==> src/rtl/bin_to_dec_display.sv <==
// Iterative binary-to-BCD converter (shift-add-3, one bit per clock) driving
// active-low 7-segment digits with optional leading-zero blanking and overflow dash.
module bin_to_dec_display #(
  parameter int IN_WIDTH = 8,
  parameter int DIGITS   = 3,
  parameter bit BLANK_LZ = 1'b1
) (
  input  logic                  clk,
  input  logic                  resetn,
  input  logic [IN_WIDTH-1:0]   in_value,
  input  logic                  in_valid,
  output logic                  in_ready,
  output logic [7*DIGITS-1:0]   seg,
  output logic                  done,
  output logic                  overflow
);

  localparam int              BW        = 4 * DIGITS;
  localparam int              CW        = $clog2(IN_WIDTH + 1);
  localparam logic [31:0]     MAX_VAL   = 32'(10 ** DIGITS - 1);
  localparam logic [CW-1:0]   CNT_LOAD  = CW'(IN_WIDTH);
  localparam logic [6:0]      SEG_BLANK = 7'b1111111;
  localparam logic [6:0]      SEG_DASH  = 7'b0111111;
  localparam logic [6:0]      SEG_ZERO  = 7'b1000000;

  typedef enum logic [1:0] {
    IDLE   = 2'd0,
    SHIFT  = 2'd1,
    UPDATE = 2'd2
  } state_t;

  state_t              state_q, state_d;
  logic [IN_WIDTH-1:0] bin_q, bin_d;
  logic [BW-1:0]       bcd_q, bcd_d;
  logic [BW-1:0]       adj_s;
  logic [CW-1:0]       cnt_q, cnt_d;
  logic                ovf_pend_q, ovf_pend_d;
  logic [7*DIGITS-1:0] seg_q, seg_d, seg_rst_s, seg_dec_s;
  logic                done_q, done_d;
  logic                ovf_q, ovf_d;
  logic                ready_q, ready_d;
  logic                lead_s;

  function automatic logic [6:0] digit_code(input logic [3:0] nib);
    case (nib)
      4'd0:    digit_code = 7'b1000000;
      4'd1:    digit_code = 7'b1111001;
      4'd2:    digit_code = 7'b0100100;
      4'd3:    digit_code = 7'b0110000;
      4'd4:    digit_code = 7'b0011001;
      4'd5:    digit_code = 7'b0010010;
      4'd6:    digit_code = 7'b0000010;
      4'd7:    digit_code = 7'b1111000;
      4'd8:    digit_code = 7'b0000000;
      4'd9:    digit_code = 7'b0011000;
      default: digit_code = SEG_BLANK;
    endcase
  endfunction

  function automatic logic [BW-1:0] add3(input logic [BW-1:0] v);
    logic [BW-1:0] r;
    r = v;
    for (int i = 0; i < DIGITS; i++) begin
      if (v[4*i +: 4] >= 4'd5) begin
        r[4*i +: 4] = v[4*i +: 4] + 4'd3;
      end else begin
        r[4*i +: 4] = v[4*i +: 4];
      end
    end
    return r;
  endfunction

  // Reset pattern: "0" on digit 0, higher digits blank or "0"
  always_comb begin
    seg_rst_s = '1;
    for (int i = 0; i < DIGITS; i++) begin
      if (i == 0 || !BLANK_LZ) begin
        seg_rst_s[7*i +: 7] = SEG_ZERO;
      end else begin
        seg_rst_s[7*i +: 7] = SEG_BLANK;
      end
    end
  end

  // Digit decode; lead_s tracks a run of zeros from the most significant digit down
  always_comb begin
    seg_dec_s = '1;
    lead_s    = BLANK_LZ;
    for (int i = DIGITS - 1; i >= 0; i--) begin
      if (ovf_pend_q) begin
        seg_dec_s[7*i +: 7] = SEG_DASH;
      end else if (lead_s && (i != 0) && (bcd_q[4*i +: 4] == 4'd0)) begin
        seg_dec_s[7*i +: 7] = SEG_BLANK;
      end else begin
        seg_dec_s[7*i +: 7] = digit_code(bcd_q[4*i +: 4]);
        lead_s              = 1'b0;
      end
    end
  end

  // Next-state and datapath logic
  always_comb begin
    state_d    = state_q;
    bin_d      = bin_q;
    bcd_d      = bcd_q;
    cnt_d      = cnt_q;
    ovf_pend_d = ovf_pend_q;
    seg_d      = seg_q;
    ovf_d      = ovf_q;
    done_d     = 1'b0;
    adj_s      = add3(bcd_q);
    case (state_q)
      IDLE: begin
        if (in_valid) begin
          state_d    = SHIFT;
          bin_d      = in_value;
          bcd_d      = '0;
          cnt_d      = CNT_LOAD;
          ovf_pend_d = (32'(in_value) > MAX_VAL);
        end else begin
          state_d = IDLE;
        end
      end
      SHIFT: begin
        // Bits pushed past the top nibble are dropped; the accept-time compare covers them
        bcd_d = BW'({adj_s, bin_q[IN_WIDTH-1]});
        bin_d = bin_q << 1;
        cnt_d = cnt_q - CW'(1);
        if (cnt_q == CW'(1)) begin
          state_d = UPDATE;
        end else begin
          state_d = SHIFT;
        end
      end
      UPDATE: begin
        seg_d   = seg_dec_s;
        ovf_d   = ovf_pend_q;
        done_d  = 1'b1;
        state_d = IDLE;
      end
      default: state_d = IDLE;
    endcase
    ready_d = (state_d == IDLE);
  end

  // State and output registers with synchronous active-low reset
  always_ff @(posedge clk) begin
    if (!resetn) begin
      state_q    <= IDLE;
      bin_q      <= '0;
      bcd_q      <= '0;
      cnt_q      <= '0;
      ovf_pend_q <= 1'b0;
      seg_q      <= seg_rst_s;
      done_q     <= 1'b0;
      ovf_q      <= 1'b0;
      ready_q    <= 1'b1;
    end else begin
      state_q    <= state_d;
      bin_q      <= bin_d;
      bcd_q      <= bcd_d;
      cnt_q      <= cnt_d;
      ovf_pend_q <= ovf_pend_d;
      seg_q      <= seg_d;
      done_q     <= done_d;
      ovf_q      <= ovf_d;
      ready_q    <= ready_d;
    end
  end

  assign in_ready = ready_q;
  assign seg      = seg_q;
  assign done     = done_q;
  assign overflow = ovf_q;

endmodule

==> config.mk <==
export PLATFORM = sky130hd
export DESIGN_NAME = bin_to_dec_display
export DESIGN_NICKNAME = d
export VERILOG_FILES = /design/src/rtl/bin_to_dec_display.sv
export SDC_FILE = /design/constraint.sdc
export NUM_CORES = 1
export LEC_CHECK = 0
export ABC_CLOCK_PERIOD_IN_PS = 2500
export CAP_MARGIN = 20
export CORE_ASPECT_RATIO = 1.4
export CORE_UTILIZATION = 30
export DETAILED_ROUTE_END_ITERATION = 10
export PLACE_DENSITY_LB_ADDON = 0.12
export SYNTH_ARGS = -nofsm -noshare
export SYNTH_HDL_FRONTEND = slang
export SYNTH_SLANG_ARGS = --single-unit
==> constraint.sdc <==
create_clock -name clk -period 2.5 [get_ports clk]
set_input_delay 0.75 -clock clk [delete_from_list [all_inputs] [get_ports clk]]
set_output_delay 0.75 -clock clk [all_outputs]
set_load 0.02 [all_outputs]
==> results.yml <==
final_layout:
  finalNetCount: 448
  final_cell_area_mm2: 0.00414
  postLayoutCoreUtil_pct: 41.8
  fin_cells: 555
  syn2layout_area_growth_pct: 36.1
  diodes: 0
  layout-drive-gt1-share_pct: 20.7
setup_path:
  cp-start-kind: "primary input"
  crit_arrival_ns: 2.56
  critPathKind: "primary input to register"
  worst-r2r-cell-count: 10
  critPathRequiredTime_ns: 2.73
  r2r_setup_slack_ns: 0.31
  reg2reg_from: "bcd_q[4]"
  critPathCaptureType: "register"
  worst-path-max-fanout: 6
place:
  place_hpwl_mm: 5.48
  placed_area_mm2: 0.00379
  place_inst: 539
  gp_congestion: 0.839
  io_buffer_count: 33
logic_synthesis:
  synthFlopType: "dfxtp_1"
  yosys_register_bits: 63
  synth_edf_count: 0
  synth_top_family_by_area: "compound AO/OA/AOI/OAI gates"
  synth-async-reset-ratio_pct: 0
  syn_inst: 345
  synth_compound_area_share_pct: 23.5
  syn-num-nets: 378
  ys_seq_area_share_pct: 41.5
  syn_avg_cell_area_um2: 8.82
  synth-xor-area-share_pct: 0.864
  synth_cell_types: 61
  synth_mux_area_share_pct: 1.36
  yosys_warnings: 0
  synth-simple-area-share_pct: 17.6
  synth_fa_ha_area_share_pct: 9.05
  synth_area_mm2: 0.00304
timing:
  hold_ws_ns: 0.444
  clock.fmax_ghz: 0.429
  hold_viol: 0
  setup_viol: 0
  post-route-period-util_pct: 93.3
  tightestPinTransition_ns: 0.775
  maxSlewHeadroom_pct: 48.3
  slew_viol_final: 0
  finClkSkew_ns: 0.00689
  rsz0062_at_grt: "false"
  period_minus_slack_ns: 2.33
cts:
  post_cts_buffers: 0
  cts_tree: "done"
  clock-sinks: 63
  clkLatencyLatePin_ns: 0.33
  cts_buffer_depth: 2
  cts-htree-levels: 3
  cts_buffers: 9
  path_clk_slew_ns: 0.06
  ctsRootBufferMaster: "clkbuf_16"
power_and_ir_drop:
  power_mw: 2.66
  power.density_mw_per_mm2: 641
  ir_drop_v: 0.000300
  p_leak_nw: 1.73
global_routing:
  antenna_found_initial: 0
  grt_max_degree: 20
  grt.total_usage_pct: 15.5
  grt_pass1_vias: 2598
  grt.overflow.total: 0
  grt_pass1_wl_mm: 12.4
floorplan:
  core_area_mm2: 0.00990
  row_count: 43
  die_w_um: 87.1
  ios: 35
  start_util_pct: 30.7
  fp.dieH_um: 121
  die_area_mm2: 0.0106
drt:
  avgRoutedWirePerCell_um: 13.3
  via_count: 2641
  wirelength_mm: 7.40
  drc_errors: 0
  drtAntennaViolNets: 0
  drt-initial-drc-count: 108
  dr.pass1.iters: 4
  via_per_inst: 4.76
hold_path:
  hold_path.class: "register to register"
  hold_depth: 2
  hold_end: "seg[13]"
job:
  maxCapViolations: 0
status:
  status: "finished clean"
## worst max-delay path by stage
stage,startpoint,to,slack (ns)
2_1_floorplan,resetn,register,0.28
3_3_place_gp,resetn,register,-0.14
3_5_place_dp,resetn,register,-0.17
4_1_cts,resetn,register,0.18
5_1_grt,resetn,register,0.01
6_report,resetn,register,0.17
## cell usage after synthesis (2+ instances only)
cell      number  area share, %
nor3b_1        2           0.49
a222oi_1       2           0.66
inv_1         18            2.2
dfxtp_1       63             41
mux2i_1        3           0.99
a211oi_1       2           0.49
o21ai_0       25            4.1
nor2b_1        3           0.62
o211ai_1       2           0.49
o21bai_1       2           0.49
buf_4          2           0.49
clkbuf_1      11            1.4
nor2_1        32            3.9
xnor2_1        3           0.86
ha_1          22            9.0
nand2_1       34            4.2
a22o_1         4            1.2
inv_2          4           0.49
a21oi_2        2           0.58
buf_2          5           0.82
nor3_1        18            3.0
o22ai_1        7            1.4
a21oi_1       26            4.3
a311oi_1       5            1.4
a22oi_1        3           0.74
nand3_1        4           0.66
o21ai_1        2           0.33
nand2b_1       6            1.2
## logic make-up (layout without fill, tap and decap cells)
kind of cell | count (synthesis) | count (layout)
buffers and inverters | 42 | 117
xor gates and xnor gates | 3 | 3
and+or+nand+nor | 109 | 109
AOI/OAI and AO/OA | 101 | 101
adders and majority gates | 22 | 22
DFF | 63 | 63
muxes | 4 | 4
other | 1 | 1
## critical path, stage by stage
cell             delay (ns)
clkdlybuf4s50_1        0.61
nand3b_4               0.15
a2111o_1               0.34
o211ai_2               0.11
inv_1                  0.11
ha_1                   0.22
nor2_1                 0.10
o21ai_1                0.06
o21a_1                 0.10
## layer usage
metal	GRT usage, %	vias up	routed length [um]
met4	10.8	0	302
met3	2.38	19	174
met2	26.6	45	3740
met5	0	-	0
li1	-	1356	-
met1	17.2	1221	3190
## power breakdown
part | switching, mW | internal [mW]
clock | 0.443 | 0.996
sequential | 0.0191 | 1.03
combinational | 0.0858 | 0.0841
total | 0.548 | 2.11
## repair_timing
action / in CTS / in global routing
setup endpoints to repair: 0 / 1
gates resized for setup: 0 / 1
hold buffers: 0 / 0
## layout by cell type, fill, tap and decap left out, drive strengths merged, types with 3 or more instances in the layout
cell type,n
o21ai,27
inv,23
o211ai,3
clkdlybuf4s50,33
nand3,4
xnor2,3
a21oi,28
a22oi,3
nor3,19
nor3b,3
a211oi,3
ha,22
mux2i,3
nor2b,3
nor2,34
clkbuf,10
a311oi,6
o22ai,7
a22o,4
buf,45
bufinv,3
nand2b,6
dfxtp,63
nand2,35
## through the flow
step	setup slack, ns	TNS, ns
2_1_floorplan	0.276	0
3_3_place_gp	-0.143	-0.904
3_5_place_dp	-0.169	-1.37
4_1_cts	0.185	0
5_1_grt	0.0133	0
6_report	0.168	0
## final cells by class
| type | count | area, um2 |
|---|---|---|
| fillers | 1034 | 5760 |
| multi-input cells | 240 | 1610 |
| flip-flops and latches | 63 | 1260 |
| repair buffers | 78 | 668 |
| clock buffers | 10 | 239 |
| well taps | 135 | 169 |
| clock inverters | 6 | 108 |
| inverters | 23 | 88.8 |
No activity file was read; power rests on OpenSTA's default activity.
